**config.mk**
```make
export PLATFORM = sky130hd
export DESIGN_NAME = symbol_spreader
export DESIGN_NICKNAME = d
export VERILOG_FILES = /design/src/rtl/spreader_pkg.sv /design/src/rtl/pn_chip_map.sv /design/src/rtl/symbol_spreader.sv
export SDC_FILE = /design/constraint.sdc
export NUM_CORES = 1
export LEC_CHECK = 0
export ABC_AREA = 1
export BUFFER_PORTS_ARGS = -buffer_cell sky130_fd_sc_hd__buf_2
export CAP_MARGIN = 20
export CORE_AREA = 2 2 59 61
export DETAILED_ROUTE_END_ITERATION = 6
export DIE_AREA = 0 0 61 63
export MAX_ROUTING_LAYER = met4
export PLACE_DENSITY = 0.7
export SLEW_MARGIN = 0
export SYNTH_ARGS = -nofsm -noshare
export SYNTH_HDL_FRONTEND = slang
export SYNTH_SLANG_ARGS = --single-unit
export TNS_END_PERCENT = 30
```
**constraint.sdc**
```tcl
create_clock -name clk -period 2 [get_ports clk]
set_input_delay 0.1 -clock clk [delete_from_list [all_inputs] [get_ports clk]]
set_output_delay 0.1 -clock clk [all_outputs]
set_load 0.05 [all_outputs]
```
**src/rtl/spreader_pkg.sv**
```systemverilog
`default_nettype none
// ============================================================================
// Module   : spreader_pkg
// Purpose  : Shared constants for the symbol spreader (chip table, FSM codes).
// Revision : 1.0
// ============================================================================
package spreader_pkg;

    localparam int unsigned c_sym_w    = 4;
    localparam int unsigned c_chip_cnt = 32;
    localparam int unsigned c_idx_w    = 5;

    localparam logic [c_idx_w-1:0] c_last_idx = 5'd31;

    // Base PN sequence for symbol 0; c0 sits in the MSB.
    localparam logic [c_chip_cnt-1:0] c_base_chips = 32'b11011001110000110101001000101110;

    localparam logic [1:0] c_st_idle  = 2'd0;
    localparam logic [1:0] c_st_send  = 2'd1;
    localparam logic [1:0] c_st_stall = 2'd2;

endpackage
`default_nettype wire

```
**src/rtl/pn_chip_map.sv**
```systemverilog
`default_nettype none
// ============================================================================
// Module   : pn_chip_map
// Purpose  : Combinational lookup of one chip of a 4-bit symbol's PN sequence.
// Revision : 1.0
// ============================================================================
module pn_chip_map
    import spreader_pkg::*;
(
    input  logic [c_sym_w-1:0] symbol,
    input  logic [c_idx_w-1:0] idx,
    output logic               chip
);

    logic [c_idx_w-1:0] w_shift;
    logic [c_idx_w-1:0] w_pos;
    logic [c_idx_w-1:0] w_bit;

    // Symbols 1..7 rotate right by 4k chips; symbols 8..15 also flip odd chips.
    always_comb begin
        w_shift = {symbol[2:0], 2'b00};
        w_pos   = idx - w_shift;
        w_bit   = c_last_idx - w_pos;
        chip    = c_base_chips[w_bit] ^ (symbol[3] & idx[0]);
    end

endmodule
`default_nettype wire

```
**src/rtl/symbol_spreader.sv**
```systemverilog
`default_nettype none
// ============================================================================
// Module   : symbol_spreader
// Purpose  : Splits framed bytes into nibble symbols and emits their PN chips.
// Revision : 1.0
// ============================================================================
module symbol_spreader
    import spreader_pkg::*;
(
    input  logic       clk,
    input  logic       reset,
    input  logic [7:0] din,
    input  logic       din_valid,
    input  logic       din_last,
    output logic       din_ready,
    input  logic       chip_en,
    output logic       chip_out,
    output logic       chip_valid,
    output logic       busy,
    output logic       done,
    output logic       underrun
);

    logic [1:0]         r_state_q,     w_state_d;
    logic [c_idx_w-1:0] r_chip_idx_q,  w_chip_idx_d;
    logic               r_nib_q,       w_nib_d;
    logic [7:0]         r_hold_data_q, w_hold_data_d;
    logic               r_hold_valid_q, w_hold_valid_d;
    logic               r_hold_last_q, w_hold_last_d;
    logic [7:0]         r_act_data_q,  w_act_data_d;
    logic               r_act_valid_q, w_act_valid_d;
    logic               r_act_last_q,  w_act_last_d;
    logic               r_last_seen_q, w_last_seen_d;
    logic               r_done_q,      w_done_d;
    logic               r_underrun_q,  w_underrun_d;

    logic               w_advance, w_wrap, w_retire, w_accept, w_free, w_load;
    logic [c_sym_w-1:0] w_symbol;
    logic               w_map_chip;

    always_ff @(posedge clk) begin
        if (reset) begin
            r_state_q      <= c_st_idle;
            r_chip_idx_q   <= '0;
            r_nib_q        <= 1'b0;
            r_hold_data_q  <= '0;
            r_hold_valid_q <= 1'b0;
            r_hold_last_q  <= 1'b0;
            r_act_data_q   <= '0;
            r_act_valid_q  <= 1'b0;
            r_act_last_q   <= 1'b0;
            r_last_seen_q  <= 1'b0;
            r_done_q       <= 1'b0;
            r_underrun_q   <= 1'b0;
        end else begin
            r_state_q      <= w_state_d;
            r_chip_idx_q   <= w_chip_idx_d;
            r_nib_q        <= w_nib_d;
            r_hold_data_q  <= w_hold_data_d;
            r_hold_valid_q <= w_hold_valid_d;
            r_hold_last_q  <= w_hold_last_d;
            r_act_data_q   <= w_act_data_d;
            r_act_valid_q  <= w_act_valid_d;
            r_act_last_q   <= w_act_last_d;
            r_last_seen_q  <= w_last_seen_d;
            r_done_q       <= w_done_d;
            r_underrun_q   <= w_underrun_d;
        end
    end

    always_comb begin
        w_advance = (r_state_q == c_st_send) && chip_en;
        w_wrap    = w_advance && (r_chip_idx_q == c_last_idx);
        w_retire  = w_wrap && r_nib_q;
        // No new byte is taken once the frame's last byte is in the pipeline.
        w_accept  = din_valid && !r_hold_valid_q && !r_last_seen_q;
        w_free    = !r_act_valid_q || w_retire;
        w_load    = w_free && (r_hold_valid_q || w_accept);

        w_state_d      = r_state_q;
        w_chip_idx_d   = r_chip_idx_q;
        w_nib_d        = r_nib_q;
        w_hold_data_d  = r_hold_data_q;
        w_hold_valid_d = r_hold_valid_q;
        w_hold_last_d  = r_hold_last_q;
        w_act_data_d   = r_act_data_q;
        w_act_valid_d  = r_act_valid_q;
        w_act_last_d   = r_act_last_q;
        w_last_seen_d  = r_last_seen_q || (w_accept && din_last);
        w_done_d       = 1'b0;
        w_underrun_d   = r_underrun_q;

        // Byte buffers: a byte bypasses hold when hold is empty and active frees up.
        if (w_load) begin
            w_act_valid_d = 1'b1;
            w_act_data_d  = r_hold_valid_q ? r_hold_data_q : din;
            w_act_last_d  = r_hold_valid_q ? r_hold_last_q : din_last;
        end else if (w_retire) begin
            w_act_valid_d = 1'b0;
        end

        if (w_accept && !(w_load && !r_hold_valid_q)) begin
            w_hold_valid_d = 1'b1;
            w_hold_data_d  = din;
            w_hold_last_d  = din_last;
        end else if (w_load && r_hold_valid_q) begin
            w_hold_valid_d = 1'b0;
        end

        case (r_state_q)
            c_st_idle: begin
                if (w_load) begin
                    w_state_d    = c_st_send;
                    w_chip_idx_d = '0;
                    w_nib_d      = 1'b0;
                end
            end
            c_st_send: begin
                if (w_advance) begin
                    w_chip_idx_d = r_chip_idx_q + 5'd1;
                    if (w_wrap) begin
                        w_nib_d = !r_nib_q;
                        if (r_nib_q && !w_load) begin
                            w_state_d = c_st_stall;
                        end
                    end
                end
            end
            c_st_stall: begin
                if (w_load) begin
                    w_state_d    = c_st_send;
                    w_chip_idx_d = '0;
                    w_nib_d      = 1'b0;
                end
            end
            default: begin
                w_state_d = c_st_idle;
            end
        endcase

        if (w_retire && r_act_last_q) begin
            w_state_d      = c_st_idle;
            w_chip_idx_d   = '0;
            w_nib_d        = 1'b0;
            w_act_valid_d  = 1'b0;
            w_hold_valid_d = 1'b0;
            w_last_seen_d  = 1'b0;
            w_done_d       = 1'b1;
        end

        if (w_state_d == c_st_stall) begin
            w_underrun_d = 1'b1;
        end
    end

    always_comb begin
        w_symbol   = r_nib_q ? r_act_data_q[7:4] : r_act_data_q[3:0];
        chip_valid = (r_state_q == c_st_send);
        chip_out   = chip_valid & w_map_chip;
        busy       = (r_state_q != c_st_idle);
        done       = r_done_q;
        underrun   = r_underrun_q;
        din_ready  = !r_hold_valid_q && !r_last_seen_q;
    end

    pn_chip_map u_pn_chip_map (
        .symbol (w_symbol),
        .idx    (r_chip_idx_q),
        .chip   (w_map_chip)
    );

endmodule
`default_nettype wire

```
### Word level (Yosys, flattened, before mapping)

Memory sizes are Yosys's and may differ from the RTL's.
Cells that the tools add are included.

| word-level totals | value |
|---|---|
| bits in registers | 31 |
| memory bits (read-only) | 32 |
| logic and storage cells | 80 |
| memories kept | 1 |

| cells by class | value |
|---|---|
| $add $sub $neg | 3 |
| order comparisons | 1 |
| equality and inequality tests | 7 |
| muxes and demuxes | 22 |
| bitwise gates (word level) | 3 |
| reductions and logical operators | 31 |

Memories:

| name | depth | width | read ports | clocked after Yosys merged registers in | wr ports | line | source |
|---|---|---|---|---|---|---|---|
| (no name shown) | 32 | 1 | 1 | 0 | 0 | pn_chip_map.sv:24 | `chip = c_base_chips[w_bit] ^ (symbol[3] & idx[0]);` |

Operators with widths:

| cell | number |
|---|---|
| $logic_and A1 B1 Y1 | 13 |
| $mux W1 | 10 |
| $mux W2 | 5 |
| $mux W5 | 2 |
| $pmux W5 S2 | 1 |
| $mux W8 | 1 |
| $reduce_bool A2 Y1 | 4 |
| $logic_not A1 Y1 | 6 |
| $lt A5 B6 Y1 const B | 1 |
| $ne A2 B1 Y1 const B | 3 |
| $add A5 B1 Y5 const B | 1 |
| $eq A5 B5 Y1 const B | 1 |
| $sub A5 B5 Y5 | 1 |
| $sub A5 B5 Y5 const A | 1 |
| $eq A2 B2 Y1 const B | 2 |
| $mux W4 | 1 |
| $pmux W2 S2 | 1 |
| $reduce_and A4 Y1 | 1 |
| $reduce_or A2 Y1 | 2 |
| $logic_or A1 B1 Y1 | 3 |
| $reduce_and A3 Y1 | 1 |
| $and A1 B1 Y1 | 2 |
| $eq A2 B1 Y1 const B | 1 |
| $logic_not A2 Y1 | 1 |
| 2 further kinds | 2 |

### Depth between registers and ports, before layout

Gate-level depths: netlist of the first run.

| logic depth | value |
|---|---|
| depth after elaboration | 14 |
| mapped depth | 14 |
| mapped depth without buffers | 13 |

### By module

From an unflattened synthesis of the first run, not the netlist that was laid out.

| second synthesis, totals | value |
|---|---|
| cell total of the unflattened synthesis | 241 |
| area, all modules | 1651.6 µm² |

By module, submodules not included:

| module | instances | cells each | area each (µm²) | seq. area each (µm²) |
|---|---|---|---|---|
| symbol_spreader | 1 | 192 | 1410.1 | 620.6 |
| pn_chip_map | 1 | 49 | 241.5 | 0.0 |

### Worst setup path after synthesis of the first run

No wires, ideal clock.

| timing | value |
|---|---|
| path kind | flip-flop to output port |
| from | register r_nib_q |
| to | output port chip_out |
| data arrival time | 2.378 ns |
| slack | -0.478 ns |
| stages on the path, launching flop included | 13 |
| cells stage by stage | dfxtp_1 buf_4 o21ai_0 ha_1 inv_1 fa_1 xnor2_1 nand3_1 nand2_1 nand2_1 nand3_1 nand2_1 nor2_1 |

| between the ends | value |
|---|---|
| cells in the longest elaborated chain, start to end | 7 |

RTL lines:

| element | line | source |
|---|---|---|
| start, declared | symbol_spreader.sv:26 | `logic r_nib_q, w_nib_d;` |
| start signal, assigned | symbol_spreader.sv:58 | `r_nib_q <= w_nib_d;` |
| $mux W4 (*) | symbol_spreader.sv:157 | `w_symbol = r_nib_q ? r_act_data_q[7:4] : r_act_data_q[3:0];` |
| $sub A5 B5 Y5 | pn_chip_map.sv:22 | `w_pos = idx - w_shift;` |
| $sub A5 B5 Y5 | pn_chip_map.sv:23 | `w_bit = c_last_idx - w_pos;` |
| $mem_v2 Z32 W1 | -- |  |
| $mux W1 (implied by the code) | pn_chip_map.sv:24 |  |
| $xor A1 B1 Y1 (*) | pn_chip_map.sv:24 |  |
| $and A1 B1 Y1 (*) | symbol_spreader.sv:159 | `chip_out = chip_valid & w_map_chip;` |
| end, declared | symbol_spreader.sv:17 | `output logic chip_out,` |

Every way passes the cells marked *; elsewhere a longest branch is shown, timed or not. The select of a mux whose other input is x is not followed.

### Worst setup path after layout of the first run

Ends and elaborated chain as after synthesis.

==> flow_summary.json, run 1 <==
{
  "whs_ns": 0.0127,
  "placed_area_um2": 1790,
  "grt_pass1_vias": 1380,
  "status": "finished with violations",
  "critical_path_buf_inv_count": 4,
  "period_minus_slack_ns": 2.41,
  "root_buffer": "clkbuf_4",
  "dpl.hpwl_um": 2270,
  "n_antenna_cell": 0,
  "pre_cts_slack_ns": -0.181,
  "grt_pass1_wl_um": 5700,
  "coreArea_um2": 3230,
  "htree_levels": 2,
  "post-synth-top-area-fraction_pct": 39.0,
  "synthesis.area_um2": 1590,
  "critPathCaptureType": "output pin",
  "final_cell_mix": "53 x nand2_1, 37 x nor2_1, 29 x dfxtp_1",
  "viasPerCell": 4.68,
  "relSlewSlack_pct": 61.9,
  "hold_violations": 0,
  "fin_tns_setup_ns": -0.406,
  "routed-via-count": 1419,
  "final_area_um2": 1890,
  "synthMuxAreaShare_pct": 0,
  "fin_ws_ns": -0.406,
  "yosys-top-cells-area": "dfxtp_1 39%, nand2_1 13%, nor2_1 9.0%",
  "final_nets": 274,
  "cts.sinks": 31,
  "violations": "negative setup slack",
  "synth_top_family_by_area": "simple AND/OR/NAND/NOR gates",
  "finalSetupViolations": 1,
  "start_util_pct": 49.3,
  "dp.cells": 294,
  "synthAdderAreaFrac_pct": 4.40,
  "die_h_um": 63,
  "cp-start-kind": "register",
  "critPathMaxFanout": 6,
  "die_x_um": 61,
  "grt_use_total_pct": 20.0,
  "io_pins": 19,
  "finalPower_mw": 1.36,
  "postLayoutCoreUtil_pct": 58.4,
  "drt_pre_antenna_iters": 6,
  "synth_cell_types": 29,
  "yosys.area.top_type": "dfxtp_1",
  "leakagePower_nw": 0.863,
  "fin_crit_sh_pct": 120,
  "path_clk_slew_ns": 0.09,
  "hold_depth": 3,
  "routed_wirelength_um": 3150,
  "synth_edf_count": 0,
  "grt_max_degree": 21,
  "num_rows": 21,
  "max_freq_mhz": 416,
  "synth_compound_area_share_pct": 14.5,
  "routedWlPerCell_um": 10.4,
  "ant_nets": 0,
  "rr_endpoint": "r_hold_data_q[2]",
  "grt_overflow_total": 0,
  "finalNonFillerCells": 303,
  "area_delta_synth_final_pct": 18.5,
  "io_buffers": 18,
  "numCtsBuffers": 5,
  "die_area_um2": 3840,
  "clock_skew_ns": 0.00531,
  "hp-start": "din[7]",
  "power_density_nw_per_um2": 718,
  "rr_startpoint": "r_chip_idx_q[0]",
  "syn_area_per_cell_um2": 7.02,
  "hp-class": "in2reg",
  "hold-path-endpoint": "r_hold_data_q[7]",
  "first_iter_violations": 54,
  "async_flop_share_pct": 0,
  "slowest_delay_ns": 0.55,
  "maxCapViolations": 0,
  "clk_latency_ns": 0.32,
  "vdd_drop_max_v": 0.000590,
  "gp_congestion": 0.839,
  "ys_seq_area_share_pct": 39.0,
  "yosys.area_share.xor_xnor_pct": 2.20,
  "ys_seq_elements": 31,
  "synthSimpleGateAreaFrac_pct": 31.8,
  "crit_family": "adder cells",
  "synth_warnings": 0,
  "cts_tree": "built",
  "slew_violations": 0,
  "crit_type": "reg2out",
  "cp_cell_sequence": "o21ai_2 -> ha_2 -> inv_1 -> fa_2 -> inv_2 -> o211ai_1 -> nand2_1 -> inv_1 -> nand2_2 -> nand3_2 -> nand2_2 -> nor2_4 -> buf_6",
  "antenna_found_initial": 0,
  "synth_ff_type": "dfxtp_1",
  "rrSetupSlack_ns": 0.19,
  "drc_errors": 0,
  "final_common_cell": "nand2_1",
  "cp.arrival_ns": 2.31,
  "slowest_stage": "fa_2",
  "rr_worst_depth": 10,
  "drive_above_1_share_pct": 23.7,
  "fillers": 326,
  "worst_slew_pin_slew_ns": 0.571,
  "rsz0062_at_grt": "yes",
  "synth_cells": 227,
  "clockBufferDepth": 2,
  "synth_nets": 245,
  "required_ns": 1.90
}
area by class of cell:
cell class	instances	area [µm²]	share of cell area, %
clock buffers	7	45.0	2.39
clock inverters	1	5.00	0.265
inverters	25	93.8	4.97
multi-input cells	165	887	47.0
flip-flops and latches	31	626	33.1
well taps	46	57.6	3.05
repair buffers	28	174	9.21
layer usage:
layer	global-route usage, %	vias to the layer above	routed length (µm)
met3	6.00	8	105
met2	30.9	22	1480
met1	24.0	612	1490
met5	-	-	0
met4	8.15	0	70
li1	-	777	-
registers in the layout, summed over array words and instances, names as in the netlist:
signal and count:
r_state_q 2, r_hold_valid_q 1, r_last_seen_q 1, r_hold_last_q 1, r_act_data_q 8, done 1
underrun 1, r_chip_idx_q 5, r_hold_data_q 8, r_act_last_q 1, r_act_valid_q 1, r_nib_q 1
power breakdown:
group | switching [mW] | internal [mW] | total [mW]
Sequential | 0.0219 | 0.659 | 0.681
Clock | 0.198 | 0.137 | 0.334
Combinational | 0.219 | 0.122 | 0.341
Total | 0.438 | 0.918 | 1.36
cell families after synthesis:
| group | after synthesis |
|---|---|
| and+or+nand+nor | 113 |
| adders and majority gates | 5 |
| DFF | 31 |
| AOI/OAI and AO/OA | 43 |
| buffers and inverters | 31 |
| xor gates and xnor gates | 4 |
worst register-to-register path: cells and delay by family (launching register included):
| family | cells | cell delay, ns |
|---|---|---|
| compound gates | 1 | 0.15 |
| fa+ha+maj | 2 | 0.42 |
| buf+inv | 1 | 0.16 |
| flops | 1 | 0.37 |
| simple gates | 6 | 0.60 |
timing repair:
action	CTS	global route
resized for setup	4	14
hold endpoints to repair	1	0
endpoints found under the setup margin	1	27
hold buffers	1	0
pin swaps	0	2
buffers inserted	0	0
worst max-delay path by stage:
stage | startpoint | to | slack, ns | cells after the start
2_1_floorplan | r_nib_q | chip_out | -0.09 | 13
3_3_place_gp | r_nib_q | chip_out | -0.12 | 14
3_5_place_dp | r_nib_q | chip_out | -0.18 | 14
4_1_cts | r_nib_q | chip_out | -0.44 | 14
5_1_grt | r_nib_q | chip_out | -0.56 | 14
6_report | r_nib_q | chip_out | -0.41 | 13
synthesized netlist by cell type, drive strengths merged (2+ instances only):
library cell	number
nand2	59
nor2	40
dfxtp	31
o21ai	25
inv	24
a21oi	15
nand3	10
buf	6
ha	4
xnor2	3
o211ai	2
(Power assumes the default switching activity.)
==> run 2: changes to the inputs <==
--- a/config.mk
+++ b/config.mk
@@ -14,4 +14,5 @@
 export MAX_ROUTING_LAYER = met4
 export PLACE_DENSITY = 0.7
+export REMOVE_ABC_BUFFERS = 1
 export SLEW_MARGIN = 0
 export SYNTH_ARGS = -nofsm -noshare
==> constraint.sdc (replaced) <==
create_clock -name clk -period 2 [get_ports clk]
set_input_delay 0.3 -clock clk [delete_from_list [all_inputs] [get_ports clk]]
set_output_delay 0.3 -clock clk [all_outputs]
set_load 0.05 [all_outputs]
==> flow_summary.json, run 2 (same netlist as run 1, synthesis figures left out) <==
{
  "rr_startpoint": "r_chip_idx_q[1]",
  "start_util_pct": 49.3,
  "io_buffers": 18,
  "grt_overflow_total": 0,
  "clk_latency_ns": 0.33,
  "hold_violations": 0,
  "finalSetupViolations": 1,
  "finalPower_mw": 1.41,
  "final_area_um2": 1890,
  "cts_setup_buffers": 0,
  "vdd_drop_max_v": 0.000450,
  "dpl.hpwl_um": 2300,
  "pre_cts_slack_ns": -0.367,
  "grt_pass1_vias": 1244,
  "clockBufferDepth": 2,
  "crit_end": "chip_out",
  "final_nets": 275,
  "routed_wirelength_um": 3040,
  "cp-start-kind": "register",
  "final_cell_mix": "56 x nand2_1, 37 x nor2_1, 27 x dfxtp_1",
  "critPathCaptureType": "output pin",
  "violations": "negative setup slack",
  "num_rows": 21,
  "ant_nets": 0,
  "maxCapViolations": 0,
  "rsz0062_at_grt": "yes",
  "leakagePower_nw": 0.880,
  "root_buffer": "clkbuf_4",
  "path_clk_slew_ns": 0.09,
  "clock_skew_ns": 0.00495,
  "power_density_nw_per_um2": 750,
  "fin_crit_sh_pct": 129,
  "crit_type": "reg2out",
  "routedWlPerCell_um": 10.0,
  "drt_pre_antenna_iters": 4,
  "coreArea_um2": 3230,
  "cts.sinks": 31,
  "gp_congestion": 0.804,
  "final_common_cell": "nand2_1",
  "first_iter_violations": 27,
  "die_h_um": 63,
  "drive_above_1_share_pct": 22.1,
  "numCtsBuffers": 5,
  "finalNonFillerCells": 304,
  "critPathMaxFanout": 6,
  "fin_ws_ns": -0.574,
  "rr_worst_depth": 10,
  "grt_use_total_pct": 18.5,
  "period_minus_slack_ns": 2.57,
  "rrSetupSlack_ns": 0.18,
  "drc_errors": 0,
  "area_delta_synth_final_pct": 18.4,
  "routed-via-count": 1430,
  "cp.arrival_ns": 2.27,
  "io_pins": 19,
  "crit_start": "r_nib_q",
  "hp-class": "in2reg",
  "antenna_found_initial": 0,
  "grt_pass1_wl_um": 5250,
  "status": "finished with violations",
  "viasPerCell": 4.70,
  "relSlewSlack_pct": 63.7,
  "placed_area_um2": 1790,
  "cts_tree": "built",
  "max_freq_mhz": 389,
  "required_ns": 1.70,
  "dp.cells": 296,
  "die_area_um2": 3840,
  "slew_violations": 0,
  "rr_endpoint": "r_hold_data_q[5]",
  "top_regs": "r_act_data_q x8, r_hold_data_q x8, r_chip_idx_q x5",
  "n_antenna_cell": 0,
  "htree_levels": 2,
  "worst_slew_pin_slew_ns": 0.544,
  "grt_max_degree": 21,
  "die_x_um": 61
}
run 2: cell count changes in the layout (fill, tap and decap cells not counted), sizes merged:
| cell | change |
|---|---|
| clkinv | -1 |
| dlygate4sd3 | -1 |
| buf | +2 |
| clkbuf | +1 |
run 2: worst min-delay path by stage:
stage / from / slack (ns) / depth (start not counted) / to
finish: reset / 0.15 / 2 / done
global route: reset / 0.15 / 2 / done
CTS: reset / 0.14 / 2 / done
detailed placement: r_last_seen_q / 0.44 / 2 / r_last_seen_q
global placement: r_last_seen_q / 0.44 / 2 / r_last_seen_q
floorplan: reset / 0.38 / 1 / done
run 2: repair_timing:
action / 4_1_cts / 5_1_grt
hold buffers: 0 / 0
pin swaps: 0 / 4
setup endpoints to repair: 1 / 9
gates resized for setup: 5 / 8
run 2: layer usage:
layer	share of wire [%]	track usage, %	wire [µm]	up-vias
li1	-	-	-	782
met3	3.6	3.73	109	6
met2	46	28.6	1390	20
met5	0	-	0	-
met1	49	22.6	1480	622
met4	2.0	8.97	61	0
run 2: layout make-up:
| class | instances | area (µm²) |
|---|---|---|
| repair buffers | 29 | 179 |
| fillers | 347 | 1350 |
| multi-input cells | 165 | 858 |
| flip-flops and latches | 31 | 628 |
| clock buffers | 8 | 68.8 |
| well taps | 46 | 57.6 |
| inverters | 25 | 93.8 |
run 2: stage by stage:
stage | hold WS [ns] | TNS [ns] | utilization, %
CTS | 0.144 | -0.595 | 57.9
detailed placement | 0.441 | -0.367 | 55.3
finish | 0.151 | -0.574 | 58.3
global route | 0.152 | -0.747 | 58.3
global placement | 0.436 | -0.313 | 55.3
floorplan | 0.377 | -1.66 | -
run 2: power breakdown:
group	internal [mW]	switching, mW	total [mW]
registers	0.659	0.0222	0.682
logic	0.117	0.204	0.321
clock network	0.207	0.205	0.412
total	0.983	0.432	1.41
run 2: critical path, cell delays in order (launching register included):
cell      delay [ns]
dfxtp_4         0.38
nand2_1         0.06
o21ai_2         0.05
ha_1            0.14
inv_1           0.05
fa_2            0.54
inv_1           0.06
o211ai_1        0.08
nand2_1         0.06
inv_1           0.05
nand2_1         0.06
nand3_1         0.07
nand2_1         0.06
nor2_2          0.12
buf_6           0.16
==> run 3: changes to the inputs <==
Settings changed: CORE_AREA 2 2 59 61 to 2 2 56 58, DIE_AREA 0 0 61 63 to 0 0 58 60, PLACE_DENSITY 0.7 to 0.74.
Clock period 2 ns to 2.5 ns, I/O delays scaled along.
==> flow_summary.json, run 3 (same netlist as run 1, synthesis figures left out) <==
{
  "final_common_cell": "nand2_1",
  "power.internal_mw": 0.775,
  "area_delta_synth_final_pct": 12.2,
  "power_density_nw_per_um2": 622,
  "fin_ws_ns": -0.102,
  "finalPower_mw": 1.11,
  "root_buffer": "clkbuf_4",
  "final_cell_mix": "56 x nand2_1, 38 x nor2_1, 30 x dfxtp_1",
  "cp_cell_sequence": "nand2_1 -> o21ai_1 -> ha_1 -> inv_1 -> fa_1 -> inv_1 -> o211ai_1 -> nand2_1 -> inv_1 -> nand2_1 -> nand3_1 -> nand2_1 -> nor2_1 -> buf_6",
  "violations": "negative setup slack",
  "required_ns": 2.12,
  "viasPerCell": 4.90,
  "clockBufferDepth": 2,
  "max_freq_mhz": 384,
  "hold_violations": 0,
  "finalSetupViolations": 1,
  "period_minus_slack_ns": 2.60,
  "die_h_um": 60,
  "grt_use_total_pct": 19.7,
  "routed_wirelength_um": 2880,
  "worst_slew_pin_slew_ns": 0.529,
  "numCtsBuffers": 5,
  "grt_max_degree": 21,
  "gp_congestion": 0.812,
  "crit_path_frequent_cell": "nand2_1",
  "power.switching_mw": 0.336,
  "seqPwrFrac_pct": 49.2,
  "cp-start-kind": "register",
  "io_buffers": 18,
  "cp.arrival_ns": 2.23,
  "status": "finished with violations",
  "n_antenna_cell": 0,
  "dpl.hpwl_um": 2170,
  "path_clk_slew_ns": 0.09,
  "slew_violations": 0,
  "drt_pre_antenna_iters": 4,
  "crit_type": "reg2out",
  "start_util_pct": 54.9,
  "htree_levels": 2,
  "leakagePower_nw": 0.839,
  "grt_pass1_wl_um": 5140,
  "fin_crit_sh_pct": 104,
  "io_pins": 19,
  "routed-via-count": 1381,
  "routedWlPerCell_um": 10.2,
  "slowest_stage": "fa_1",
  "die_x_um": 58,
  "clock_power_share_pct": 29.3,
  "slowest_delay_ns": 0.51,
  "drc_errors": 0,
  "finalNonFillerCells": 282,
  "coreArea_um2": 2900,
  "drive_above_1_share_pct": 16.5,
  "p_sw_share_pct": 30.2,
  "clock_skew_ns": 0.00927,
  "hp-class": "in2reg",
  "critPathCaptureType": "output pin",
  "num_rows": 20,
  "top_regs": "r_act_data_q x8, r_hold_data_q x8, r_chip_idx_q x5",
  "grt_pass1_vias": 1223,
  "rsz0062_at_grt": "yes",
  "cts_tree": "built",
  "critPathMaxFanout": 5,
  "antenna_found_initial": 0,
  "grt_overflow_total": 0,
  "cts_hold_buf": 0,
  "dp.cells": 274,
  "p_comb_share_pct": 21.5,
  "maxCapViolations": 0,
  "die_area_um2": 3480,
  "vdd_drop_max_v": 0.000485,
  "fin_tns_setup_ns": -0.102,
  "cts_setup_buffers": 0,
  "ant_nets": 0,
  "clk_latency_ns": 0.32,
  "final_nets": 266,
  "first_iter_violations": 28,
  "cts.sinks": 31,
  "relSlewSlack_pct": 64.7
}
## run 3: cell count changes in the layout (fill, tap and decap cells not counted), moves of 2 or more
cell and delta:
o21ai_1 +2, dfxtp_1 +3, dfxtp_2 -2, buf_4 -9
## run 3: power by group through the flow
| stage | combinational (mW) | clock (mW) | sequential (mW) |
|---|---|---|---|
| after floorplan | 0.186 | 0 | 0.553 |
| after global placement | 0.230 | 0 | 0.557 |
| after detailed placement | 0.234 | 0 | 0.558 |
| after CTS | 0.242 | 0.335 | 0.546 |
| after global routing | 0.272 | 0.352 | 0.550 |
| final | 0.239 | 0.326 | 0.547 |
## run 3: path summary, 6_finish.rpt
path	endpoint	slack (ns)	cells after the start	startpoint
max	chip_out	-0.10	14	r_nib_q
min	done	0.25	2	reset
max reg2reg	r_hold_data_q[2]	0.50	10	r_chip_idx_q[0]
min reg2reg	r_last_seen_q	0.45	2	r_last_seen_q
## run 3: worst max-delay path: cells and delay by family (launching register included)
| family | cells | cell delay, ns |
|---|---|---|
| simple gates | 6 | 0.42 |
| compound gates | 2 | 0.15 |
| flops | 1 | 0.37 |
| fa+ha+maj | 2 | 0.66 |
| buf+inv | 4 | 0.32 |
## run 3: final cells by class
class                   count  area [µm²]
fillers                   287        1120
multi-input cells         165         850
flip-flops and latches     31         622
repair buffers             20         111
inverters                  25        93.8
clock buffers               8        68.8
well taps                  33        41.3
## run 3: layer usage
layer / global-route usage (%) / up-vias / part of all wire (%)
met3: 4.55 / 4 / 2.6
met5: - / - / 0
met2: 32.8 / 16 / 48
li1: - / 760 / -
met1: 23.8 / 601 / 48
met4: 5.98 / 0 / 1.1
## run 3: stage by stage
step	hold WS [ns]	instance area [µm²]	utilization [%]	setup slack (ns)
floorplan	0.425	1560	-	-0.269
global placement	0.438	1700	58.7	0.130
detailed placement	0.440	1700	58.7	0.0920
CTS	0.241	1790	61.6	-0.132
global route	0.243	1790	61.6	-0.278
finish	0.252	1790	61.6	-0.102
## run 3: repair_timing
| action | 4_1_cts | 5_1_grt |
|---|---|---|
| pin swaps | 0 | 0 |
| setup endpoints to repair | 1 | 1 |
| resized for setup | 6 | 0 |
